===== config.mk =====
export PLATFORM = sky130hd
export DESIGN_NAME = ram4_arbiter
export DESIGN_NICKNAME = d
export VERILOG_FILES = /design/src/rtl/ram4_arbiter.sv
export SDC_FILE = /design/constraint.sdc
export NUM_CORES = 1
export LEC_CHECK = 0
export ABC_CLOCK_PERIOD_IN_PS = 3900
export BUFFER_PORTS_ARGS = -buffer_cell sky130_fd_sc_hd__buf_2
export CAP_MARGIN = 20
export CORE_MARGIN = 3
export CORE_UTILIZATION = 45
export DETAILED_ROUTE_END_ITERATION = 8
export PLACE_DENSITY = 0.78
export SYNTH_ARGS = -nofsm -noshare
export SYNTH_HDL_FRONTEND = slang
export SYNTH_SLANG_ARGS = --single-unit

===== constraint.sdc =====
create_clock -name clk -period 3.9 [get_ports clk]
set_clock_uncertainty 0.1 [all_clocks]
set_input_delay 0.39 -clock clk [delete_from_list [all_inputs] [get_ports clk]]
set_output_delay 0.39 -clock clk [all_outputs]
set_load 0.1 [all_outputs]

===== src/rtl/ram4_arbiter.sv =====
// ram4_arbiter
//   Two-requester round-robin arbiter and access sequencer for the 4-word
//   register-file RAM. A winning request is latched in IDLE, presented to the
//   RAM for exactly one ACCESS cycle, and acknowledged in the RESP cycle with
//   the word the RAM held at that address (read-before-write on writes).
//
// Ports
//   clk, clr                 clock; synchronous active-high reset
//   req_a/we_a/addr_a/wdata_a  requester A (instruction fetch) request
//   ack_a, rdata_a           one-cycle ack to A and its read data
//   req_b/we_b/addr_b/wdata_b  requester B (load/store) request
//   ack_b, rdata_b           one-cycle ack to B and its read data
//   ram_addr/ram_din/ram_we  RAM inputs (this block is their only driver)
//   ram_dout                 RAM combinational read data
//   busy                     high in ACCESS and RESP
module ram4_arbiter #(
    parameter int WORDSIZE  = 8,
    parameter int ADDR_SIZE = 2
) (
    input  logic                 clk,
    input  logic                 clr,
    input  logic                 req_a,
    input  logic                 we_a,
    input  logic [ADDR_SIZE-1:0] addr_a,
    input  logic [WORDSIZE-1:0]  wdata_a,
    output logic                 ack_a,
    output logic [WORDSIZE-1:0]  rdata_a,
    input  logic                 req_b,
    input  logic                 we_b,
    input  logic [ADDR_SIZE-1:0] addr_b,
    input  logic [WORDSIZE-1:0]  wdata_b,
    output logic                 ack_b,
    output logic [WORDSIZE-1:0]  rdata_b,
    output logic [ADDR_SIZE-1:0] ram_addr,
    output logic [WORDSIZE-1:0]  ram_din,
    output logic                 ram_we,
    input  logic [WORDSIZE-1:0]  ram_dout,
    output logic                 busy
);

    typedef enum logic [1:0] {
        IDLE   = 2'd0,
        ACCESS = 2'd1,
        RESP   = 2'd2
    } state_t;

    state_t                state, state_next;
    logic                  last_b;   // 1: B was served last, so A wins a tie
    logic                  owner_b;  // 1: the access in flight belongs to B
    logic [ADDR_SIZE-1:0]  lat_addr;
    logic [WORDSIZE-1:0]   lat_wdata;
    logic                  lat_we;
    logic                  any_req;
    logic                  grant_b;

    assign any_req = req_a | req_b;
    // B wins when it is alone, or when both ask and A was served last.
    assign grant_b = req_b & (~req_a | ~last_b);

    // NOTE: state_next gets its default before the case so that no path
    // leaves it unassigned, which would otherwise infer a latch.
    always_comb begin
        state_next = state;
        case (state)
            IDLE:    if (any_req) state_next = ACCESS;
            ACCESS:  state_next = RESP;
            RESP:    state_next = IDLE;
            default: state_next = IDLE;
        endcase
    end

    // NOTE: all registers use non-blocking assignments so every flop samples
    // the pre-edge values; the RAM read data captured at the end of ACCESS is
    // therefore the word before the write commits.
    always_ff @(posedge clk) begin
        if (clr) begin
            state     <= IDLE;
            last_b    <= 1'b1;
            owner_b   <= 1'b0;
            lat_addr  <= '0;
            lat_wdata <= '0;
            lat_we    <= 1'b0;
            rdata_a   <= '0;
            rdata_b   <= '0;
        end else begin
            state <= state_next;
            if (state == IDLE && any_req) begin
                owner_b   <= grant_b;
                last_b    <= grant_b;
                lat_addr  <= grant_b ? addr_b  : addr_a;
                lat_wdata <= grant_b ? wdata_b : wdata_a;
                lat_we    <= grant_b ? we_b    : we_a;
            end
            if (state == ACCESS) begin
                if (owner_b) rdata_b <= ram_dout;
                else         rdata_a <= ram_dout;
            end
        end
    end

    // The latched request drives the RAM continuously; only the write enable
    // is gated, so a write can happen in ACCESS and nowhere else.
    assign ram_addr = lat_addr;
    assign ram_din  = lat_wdata;
    assign ram_we   = (state == ACCESS) & lat_we;
    assign ack_a    = (state == RESP) & ~owner_b;
    assign ack_b    = (state == RESP) &  owner_b;
    assign busy     = (state != IDLE);

endmodule


# Word level (Yosys, flattened, before mapping)
# Index checks and enable logic that the tools add are counted.
word_totals:
  elab_cells: 30
  reg_bits: 31
  in_bits: 34
op_classes:
  n_eq_ne: 3
  n_bitwise: 9
  muxes: 5
  reduce_logical: 5
ops:
  columns: ["operator", "count"]
  rows:
  - ["2-to-1 mux 8 bit", 1]
  - ["AND 1 bit", 4]
  - ["2-to-1 mux 2 bit", 2]
  - ["one-hot mux 2 bit (2 select lines)", 1]
  - ["AND reduction 2 bit", 2]
  - ["inverter 1 bit", 3]
  - ["equality test 2 x 1 -> 1 bit, second input constant", 1]
  - ["equality test 2 bit, second input constant", 1]
  - ["zero test 2 bit", 1]
  - ["!= test 2 bit, second input constant", 1]
  - ["OR 1 bit", 2]
  - ["nonzero test 2 bit", 1]
  - ["logical AND 1 bit", 1]
  - ["2-to-1 mux 1 bit", 1]

# Logic depth before layout (Yosys ltp)
# Gate-level depths: netlist of the first run.
logic_depth:
  word_depth: 4
  mapped_depth: 5
  depth_no_buf: 4

# Least setup slack after synthesis of the first run
# No wires, ideal clock.
synth_path:
  path_type: "register to output"
  from: "register state[1]"
  to: "output ack_a"
  required_time_ns: 3.410
  arrival_ns: 2.668
  path_buffers: 0
  setup_slack_ns: 0.742
  path_stages_with_launch: 2
  cell_sequence: "dfxtp_1 > nor3b_1"
synth_between:
  elab_chain_len: 2
synth_rtl:
  columns: ["item", "line_no", "source"]
  rows:
  - ["start: declaration", "47", "state_t state, state_next;"]
  - ["start signal: assignment", "86", "state <= state_next;"]
  - ["equality test 2 bit", "106", "assign ack_a = (state == RESP) & ~owner_b;"]
  - ["AND 1 bit", "106", null]
  - ["end: declaration", "26", "output logic ack_a,"]
# No other way between the ends.

# Worst setup path in the final report of the first run
# Ends and elaborated chain as after synthesis.

==> results of run 1 <==
-- per-layer routing --
layer  up-vias  track usage
li1        595            -
met3         6       0.0723
met5         -            0
met2        59        0.292
met4         0       0.0743
met1       531        0.211
-- sequential cells by signal (all words and copies together), names as in the netlist --
signal,count
ram_din,8
lat_we,1
rdata_b,8
last_b,1
ram_addr,2
rdata_a,8
owner_b,1
state,2
-- layout make-up --
| type | instances | area [sq um] | share of cell area |
|---|---|---|---|
| Multi-Input combinational cell | 94 | 653 | 0.386 |
| Sequential cell | 31 | 621 | 0.367 |
| Timing Repair Buffer | 63 | 315 | 0.187 |
| Clock buffer | 6 | 51.3 | 0.0303 |
| Tap cell | 31 | 38.8 | 0.0229 |
| Inverter | 1 | 6.26 | 0.00370 |
| Clock inverter | 1 | 5.00 | 0.00296 |
-- power by group --
part           internal [mW]  switching [mW]
clock network         0.0834           0.103
logic                 0.0623           0.223
registers              0.340          0.0154
total                  0.486           0.342
-- critical path, stage by stage (launching register included) --
cell     delay [ns]
dfxtp_1        0.48
nor3b_1        0.21
buf_2          0.45
-- worst max-delay path by stage --
stage,start,depth (start not counted),end
2_1_floorplan,state[1],1,ack_a
3_3_place_gp,state[1],4,ram_din[2]
3_5_place_dp,state[1],4,ram_addr[1]
4_1_cts,state[1],3,busy
5_1_grt,state[1],3,busy
6_report,state[1],2,ack_a
-- cell usage in the layout, fill, tap and decap left out, types with 2 or more instances in the layout --
| master | synthesis | final |
|---|---|---|
| a21oi_1 | 12 | 12 |
| a311oi_2 | 10 | 10 |
| and3b_2 | 2 | 2 |
| buf_2 | 2 | 63 |
| clkbuf_4 | 0 | 5 |
| dfxtp_1 | 31 | 31 |
| mux2i_1 | 16 | 16 |
| nand2_1 | 22 | 22 |
| nand3b_1 | 2 | 2 |
| nor2_1 | 17 | 17 |
| nor3b_1 | 2 | 2 |
| o21ai_0 | 2 | 2 |
-- through the flow --
step	utilization	hold WS, ns
after global routing	0.603	0.223
after global placement	0.583	0.368
after floorplan	-	0.358
after CTS	0.603	0.201
final	0.603	0.212
after detailed placement	0.583	0.377
-- kinds of logic after synthesis --
kind of cell           Yosys count
AND/OR/NAND/NOR                 51
buffers and inverters           11
AO/OA/AOI/OAI                   27
multiplexers                    16
flip-flops                      31
==> metrics.csv, run 1 <==
metric,value,unit
Top Ports,64,
CP Data Arrival Time,1.46,ns
layout cells sized above 1,0.454,
drt first pass iters,4,
gr ovfl total,0,
met1 wire length,1330,um
I/O Buffers,63,
Post-synth top cells,"dfxtp_1 (31), nand2_1 (22), nor2_1 (17)",
Critical Path RT,3.41,ns
routed length per instance,13.6,um
Post-Syn Nets,170,
Final Slew Violations,0,
Pwr Total,0.828,mW
worst skew pair latency,0.32,ns
minimum clock period,1.95,ns
post-synthesis mux area share,0.119,
Rel. slew slack,0.480,
CTS tree,yes,
Mapped Area,1350,sq um
area delta synth->final,25.2,%
Post-CTS Resized,0,
"EDFF count, synth",0,
ys async rst share,0,
R2R Path End,ram_din[4],
simple-gate area share of the yosys netlist,0.180,
Vias per Instance,5.25,
Clock Sinks,31,
hold buffer count at CTS,0,
Pwr per Cell Area,490,nW/um^2
YS warnings,0,
initial antenna violation count,0,
Leakage,0.846,nW
Max clock buf depth,2,
area post-placement,1630,sq um
cts bufs inserted,5,
leading area contributor after synthesis,dfxtp_1,
Synth Area in Compound Gates,0.185,
die height,60.8,um
Hold Path Stages,3,
distinct cell type count after synthesis,24,
XOR/XNOR share of the synthesized area,0,
Core ar.,2810,sq um
CTS clock-pin slew for the worst setup and hold paths,0.09,ns
share of the synthesized area in the top cell type,0.460,
Residual DRC,0,
vias in the first global route,1145,
status,finished clean,
top routing layer used,met4,
Seq cells post-synth,31,
largest family of logic cells by synthesized area,compound AO/OA/AOI/OAI gates,
met3 WL,287,um
Max Fclk,513,MHz
pin slew with the least headroom to its limit,0.777,ns
TNS Setup,0,ns
Inst Count DP,220,
HP Start,ram_dout[7],
R2R setup slack,2.10,ns
total of max-cap violations,0,
worst min path class,in -> reg,
H-tree depth,2,
final hold violations,0,
fin cells,227,
Antenna Violating Nets Remaining,0,
Synth Area in Adders,0,
DRT iter0 DRCs,25,
Syn Area/Cell,9.93,sq um
Max VDD drop,356,uV
met2 WL,1430,um
final setup margin,1.95,ns
setup slack at placement,2.10,ns
Die Width,60.8,um
WHS Endpoint,rdata_b[7],
Crit Path Category,reg -> out,
most numerous cell in the Yosys netlist,dfxtp_1,
top_reg_cell synth,dfxtp_1,
# fillers,252,
row cnt,19,
Worst R2R Start,state[1],
nets,230,
post-CTS setup buffer count,0,
clock root buffer,clkbuf_4,
"top cells by area, synth","dfxtp_1 (46%), mux2i_1 (12%), a311oi_2 (11%)",
Setup Viol. Count Final,0,
Final GP Congestion,0.780,
Crit. End Element,output pin,
vias,1191,
first-pass GRT wire length,4950,um
Crit Path Max Fanout,7,
Worst Setup Start Kind,flop,
RSZ-0062 raised after global routing,no,
reg2reg path depth,4,
Post-Route WL,3080,um
die footprint,3690,sq um
period utilisation layout,0.500,
register area share after synthesis,0.460,
post-route cell area,1690,sq um
n_diodes,0,
Total GRT Usage,0.180,
Mapped Cells,136,
DP Wirelength,2300,um
largest net degree at the start of global routing,32,
Starting Density,0.481,
Note: power is estimated with default switching activity, not from simulation.
==> run 2, diff against run 1 <==
- ABC_CLOCK_PERIOD_IN_PS: 3900 -> 1700
- CORE_UTILIZATION: 45 -> 41
- PLACE_DENSITY: 0.78 -> 0.75
- clock period: 3.9 -> 1.7 ns (I/O delays scaled with it)
==> run 2 against run 1 <==
Effect of this change:
- clock power grew 96%
- combinational power increased by 150%
- critical path depth did not move
- register-to-register slack worse by 1.8 ns
- hold slack worse by 0.19 ns
- total power grew 130%
- core utilization up 0.51 points
- global-route usage down 1.5 points
- worst setup slack worse by 1.8 ns
- flip-flop and latch count unchanged
- design area rose by 12%
- sequential share of layout area is 3.8 points lower
==> metrics.csv, run 2 (synthesized netlist as in run 1, its figures left out) <==
metric,value,unit,change
status,finished clean,,
drt first pass iters,3,,-1
n_diodes,0,,unchanged
Final GP Congestion,0.681,,-13%
Inst Count DP,239,,+8.6%
gr ovfl total,0,,unchanged
crit-path cells,"nor3b_4, buf_4",,
Switching Power,0.769,mW,+120%
Vias per Instance,4.75,,-9.5%
CP max-delay cell,dfxtp_1,,
Crit Path Max Fanout,7,,unchanged
period utilisation layout,0.927,,
clock root buffer,clkbuf_4,,
Worst R2R Start,state[0],,
Max Fclk,634,MHz,
pin slew with the least headroom to its limit,0.497,ns,-0.279 ns
final setup margin,0.123,ns,-1.83 ns
Pwr per Cell Area,999,nW/um^2,+100%
largest net degree at the start of global routing,32,,unchanged
Core ar.,3100,sq um,+11%
most frequent cells in the layout,"buf_2 (59), dfxtp_1 (31), nand2_1 (22), nor2_1 (17), mux2i_1 (16)",,
die footprint,4020,sq um,+8.8%
setup slack at placement,0.296,ns,-1.80 ns
Max clock buf depth,2,,unchanged
met3 GRT Util,0.0660,,-0.00639
minimum clock period,1.58,ns,
worst min path class,in -> reg,,
CP Data Arrival Time,1.31,ns,-0.15 ns
Top delay family on crit path,flip-flops,,
Crit. End Element,output pin,,
Top Ports,64,,unchanged
routed length per instance,12.1,um,-11%
Leakage,0.917,nW,+8.3%
TNS Setup,0,ns,unchanged
H-tree depth,2,,unchanged
DRT iter0 DRCs,47,,+88%
Post-Route WL,3070,um,-0.39%
total of max-cap violations,0,,unchanged
"slowest stage delay, CP",0.47,ns,about the same
Final Slew Violations,0,,unchanged
Seq pwr share,0.433,,+0.003
area delta synth->final,39.7,%,
Max VDD drop,463,uV,+30%
Total GRT Usage,0.165,,-0.0148
Worst path depth,2,,unchanged
vias in the first global route,1204,,+5.2%
CTS tree,yes,,
Clk pwr share,0.194,,-0.032
row cnt,20,,+1
Critical Path RT,1.43,ns,-1.98 ns
Antenna Violating Nets Remaining,0,,unchanged
WHS Endpoint,rdata_a[0],,
Worst Setup Start Kind,flop,,
Int Pwr,1.12,mW,+130%
Starting Density,0.435,,-0.0462
Rel. slew slack,0.671,,+0.191
nets,245,,+6.5%
Die Width,63.4,um,+4.3%
RSZ-0062 raised after global routing,no,,
final hold violations,0,,unchanged
R2R Path End,rdata_a[2],,
Setup Viol. Count Final,0,,unchanged
Residual DRC,0,,unchanged
CTS clock-pin slew for the worst setup and hold paths,0.09,ns,about the same
die height,63.4,um,+4.3%
Hold Path Stages,3,,unchanged
switching share of power,0.408,,-0.00507
GRT busiest layer,met2,,
reg2reg path depth,4,,unchanged
R2R setup slack,0.30,ns,-1.80 ns
combinational power share,0.373,,+0.028
vias,1206,,+1.3%
CP Buf/Inv Count,1,,unchanged
M1 GR Usage,0.175,,-0.0368
layout cells sized above 1,0.448,,-0.00646
"most common cell after layout, fill and taps aside",buf_2,,
met2 GRT Util,0.291,,-0.000860
cts bufs inserted,5,,unchanged
initial antenna violation count,0,,unchanged
DP Wirelength,2130,um,-7.1%
Crit Path Category,reg -> out,,
HP Start,ram_dout[0],,
worst skew pair latency,0.31,ns,about the same
fin cells,254,,+12%
Pwr Total,1.88,mW,+130%
post-CTS setup buffer count,0,,unchanged
I/O Buffers,63,,unchanged
first-pass GRT wire length,5290,um,+6.8%
Clock Sinks,31,,unchanged
final design utilization,0.608,,+0.00507
run 2: area by class of cell:
class,instances,area (sq um)
Timing Repair Buffer,78,498
Inverter,1,6.26
Sequential cell,31,621
Multi-Input combinational cell,94,664
Fill cell,300,1220
Tap cell,44,55.1
Clock buffer,6,41.3
run 2: power groups by stage:
stage	combinational, mW	clock [mW]	sequential (mW)
floorplan	0.245	0	1.14
global placement	0.686	0	0.833
detailed placement	0.691	0	0.832
CTS	0.709	0.380	0.816
global route	0.742	0.417	0.825
finish	0.703	0.366	0.815
run 2: how the worst max path moves through the flow:
stage                       to     start  slack, ns
floorplan                ack_a  state[1]       0.12
global placement    rdata_a[7]  state[0]       0.32
detailed placement  rdata_a[6]  state[0]       0.30
CTS                      ack_a  state[1]       0.11
global route             ack_a  state[1]       0.03
finish                   ack_a  state[1]       0.12
run 2: stage by stage:
step           cell area [sq um]  hold slack (ns)
5_1_grt                     1890           0.0237
3_3_place_gp                1750            0.322
4_1_cts                     1890          0.00644
2_1_floorplan               1360            0.138
3_5_place_dp                1750            0.326
6_report                    1890           0.0199
run 2: metal layers:
metal  wire length (um)  up-vias  part of all wire
met2               1490       51              0.49
met4                 23        0            0.0075
li1                   -      623                 -
met3                280        2             0.091
met5                  0        -                 0
met1               1280      530              0.42
run 2: worst register-to-register path: stages (launching register included):
cell     delay, ns
dfxtp_1       0.50
nor3b_2       0.22
buf_4         0.21
mux2i_1       0.21
nor2_1        0.05
run 2: timing repair:
item / CTS / global route
hold endpoints to repair: 9 / 0
gates resized for setup: 2 / 0
hold buffers: 9 / 0
setup endpoints to repair: 2 / 0
==> run 3, diff against run 2 <==
- ABC_CLOCK_PERIOD_IN_PS: 1700 -> unset
- CTS_CLUSTER_SIZE: unset -> 8
- MAX_ROUTING_LAYER: unset -> met4
==> run 3 against run 2 <==
Effect of this change:
- fmax about the same
- worst setup slack about the same
- sequential power about the same
- flip-flop and latch count unchanged
- die area unchanged
- register-to-register slack about the same
- clock-buffer cell count unchanged
- non-clock buffer count unchanged
- global-route usage up 0.46 points
- combinational power about the same
- highest routed layer unchanged
==> metrics.csv, run 3 (synthesized netlist as in run 1, its figures left out) <==
metric,value,unit,change
routed length per instance,12.1,um,about the same
Max VDD drop,463,uV,about the same
Critical Path RT,1.43,ns,about the same
gr ovfl total,0,,unchanged
initial antenna violation count,0,,unchanged
Total GRT Usage,0.170,,+0.00457
nets,245,,unchanged
Final Slew Violations,0,,unchanged
Max Fclk,634,MHz,about the same
Rel. slew slack,0.671,,unchanged
post-CTS setup buffer count,0,,unchanged
"most common cell after layout, fill and taps aside",buf_2,,
DRT iter0 DRCs,49,,+4.3%
area post-placement,1750,sq um,unchanged
Clock Sinks,31,,unchanged
minimum clock period,1.58,ns,+0.000304 ns
total of max-cap violations,0,,unchanged
final design utilization,0.608,,unchanged
area taken by multi-input logic gates,664,sq um,unchanged
final setup margin,0.123,ns,-0.000304 ns
H-tree depth,2,,unchanged
first-pass GRT wire length,5290,um,-0.13%
Crit. End Element,output pin,,
Leakage,0.917,nW,unchanged
period utilisation layout,0.928,,about the same
clock root buffer,clkbuf_4,,
largest net degree at the start of global routing,32,,unchanged
pin slew with the least headroom to its limit,0.497,ns,unchanged
CTS tree,yes,,
die footprint,4020,sq um,unchanged
Top Ports,64,,unchanged
cts bufs inserted,5,,unchanged
RSZ-0062 raised after global routing,no,,
vias,1207,,+0.083%
Core ar.,3100,sq um,unchanged
final hold violations,0,,unchanged
layout cells sized above 1,0.448,,unchanged
drt first pass iters,3,,unchanged
Die Width,63.4,um,unchanged
Setup Viol. Count Final,0,,unchanged
CP max-delay cell,dfxtp_1,,
worst skew pair latency,0.31,ns,about the same
most frequent cells in the layout,"buf_2 (59), dfxtp_1 (31), nand2_1 (22), nor2_1 (17), mux2i_1 (16)",,
# fillers,300,,unchanged
"slowest stage delay, CP",0.47,ns,about the same
n_diodes,0,,unchanged
vias in the first global route,1205,,+0.083%
CTS clock-pin slew for the worst setup and hold paths,0.09,ns,about the same
Starting Density,0.435,,unchanged
worst min path class,in -> reg,,
Crit Path Max Fanout,7,,unchanged
CP Data Arrival Time,1.31,ns,about the same
Vias per Instance,4.75,,about the same
Residual DRC,0,,unchanged
Antenna Violating Nets Remaining,0,,unchanged
Pwr per Cell Area,999,nW/um^2,about the same
crit-path cells,"nor3b_4, buf_4",,
TNS Setup,0,ns,unchanged
post-route cell area,1890,sq um,unchanged
area delta synth->final,39.7,%,unchanged
setup slack at placement,0.296,ns,unchanged
Final GP Congestion,0.688,,+1.0%
Max clock buf depth,2,,unchanged
I/O Buffers,63,,unchanged
Register Area,621,sq um,unchanged
Inst Count DP,239,,unchanged
DP Wirelength,2130,um,unchanged
Worst Setup Start Kind,flop,,
die height,63.4,um,unchanged
row cnt,20,,unchanged
status,finished clean,,
fin cells,254,,unchanged
Post-Route WL,3070,um,about the same
Crit Path Category,reg -> out,,
==> run 3: worst max-delay path, delay by kind of cell, from the launching register on <==
family | cells | cell delay, ns
buffers and inverters | 1 | 0.31
AND/OR/NAND/NOR | 1 | 0.22
flip-flops | 1 | 0.47
==> run 3: final timing paths <==
kind,startpoint,slack (ns),cells past startpoint,end
max reg2reg,state[0],0.30,4,rdata_a[2]
max,state[1],0.12,2,ack_a
min,ram_dout[0],0.02,3,rdata_a[0]
min reg2reg,rdata_b[1],0.39,2,rdata_b[1]
==> run 3: metal layers <==
layer / global-route usage / share of wire / up-vias
li1: - / - / 622
met5: - / 0 / -
met3: 0.0499 / 0.072 / 2
met2: 0.291 / 0.49 / 51
met1: 0.185 / 0.43 / 532
met4: 0.0647 / 0.0075 / 0
==> run 3: power by group <==
group	switching [mW]	total [mW]	internal, mW
registers	0.0351	0.815	0.780
logic	0.515	0.704	0.188
clock network	0.219	0.365	0.147
==> run 3: cell type report <==
type | instances | area share
well taps | 44 | 0.0292
clock buffers | 6 | 0.0219
multi-input cells | 94 | 0.352
repair buffers | 78 | 0.264
flip-flops and latches | 31 | 0.329
inverters | 1 | 0.00332
==> run 3: through the flow <==
step / power (mW) / hold WS, ns
CTS: 1.90 / 0.00644
detailed placement: 1.52 / 0.326
global route: 1.98 / 0.0237
finish: 1.88 / 0.0199
floorplan: 1.39 / 0.138
global placement: 1.52 / 0.322
==> run 3: what timing repair did <==
| item | 4_1_cts | 5_1_grt |
|---|---|---|
| endpoints found under the setup margin | 2 | 0 |
| hold buffers | 9 | 0 |
| endpoints found under the hold margin | 9 | 0 |
| gates resized for setup | 2 | 0 |
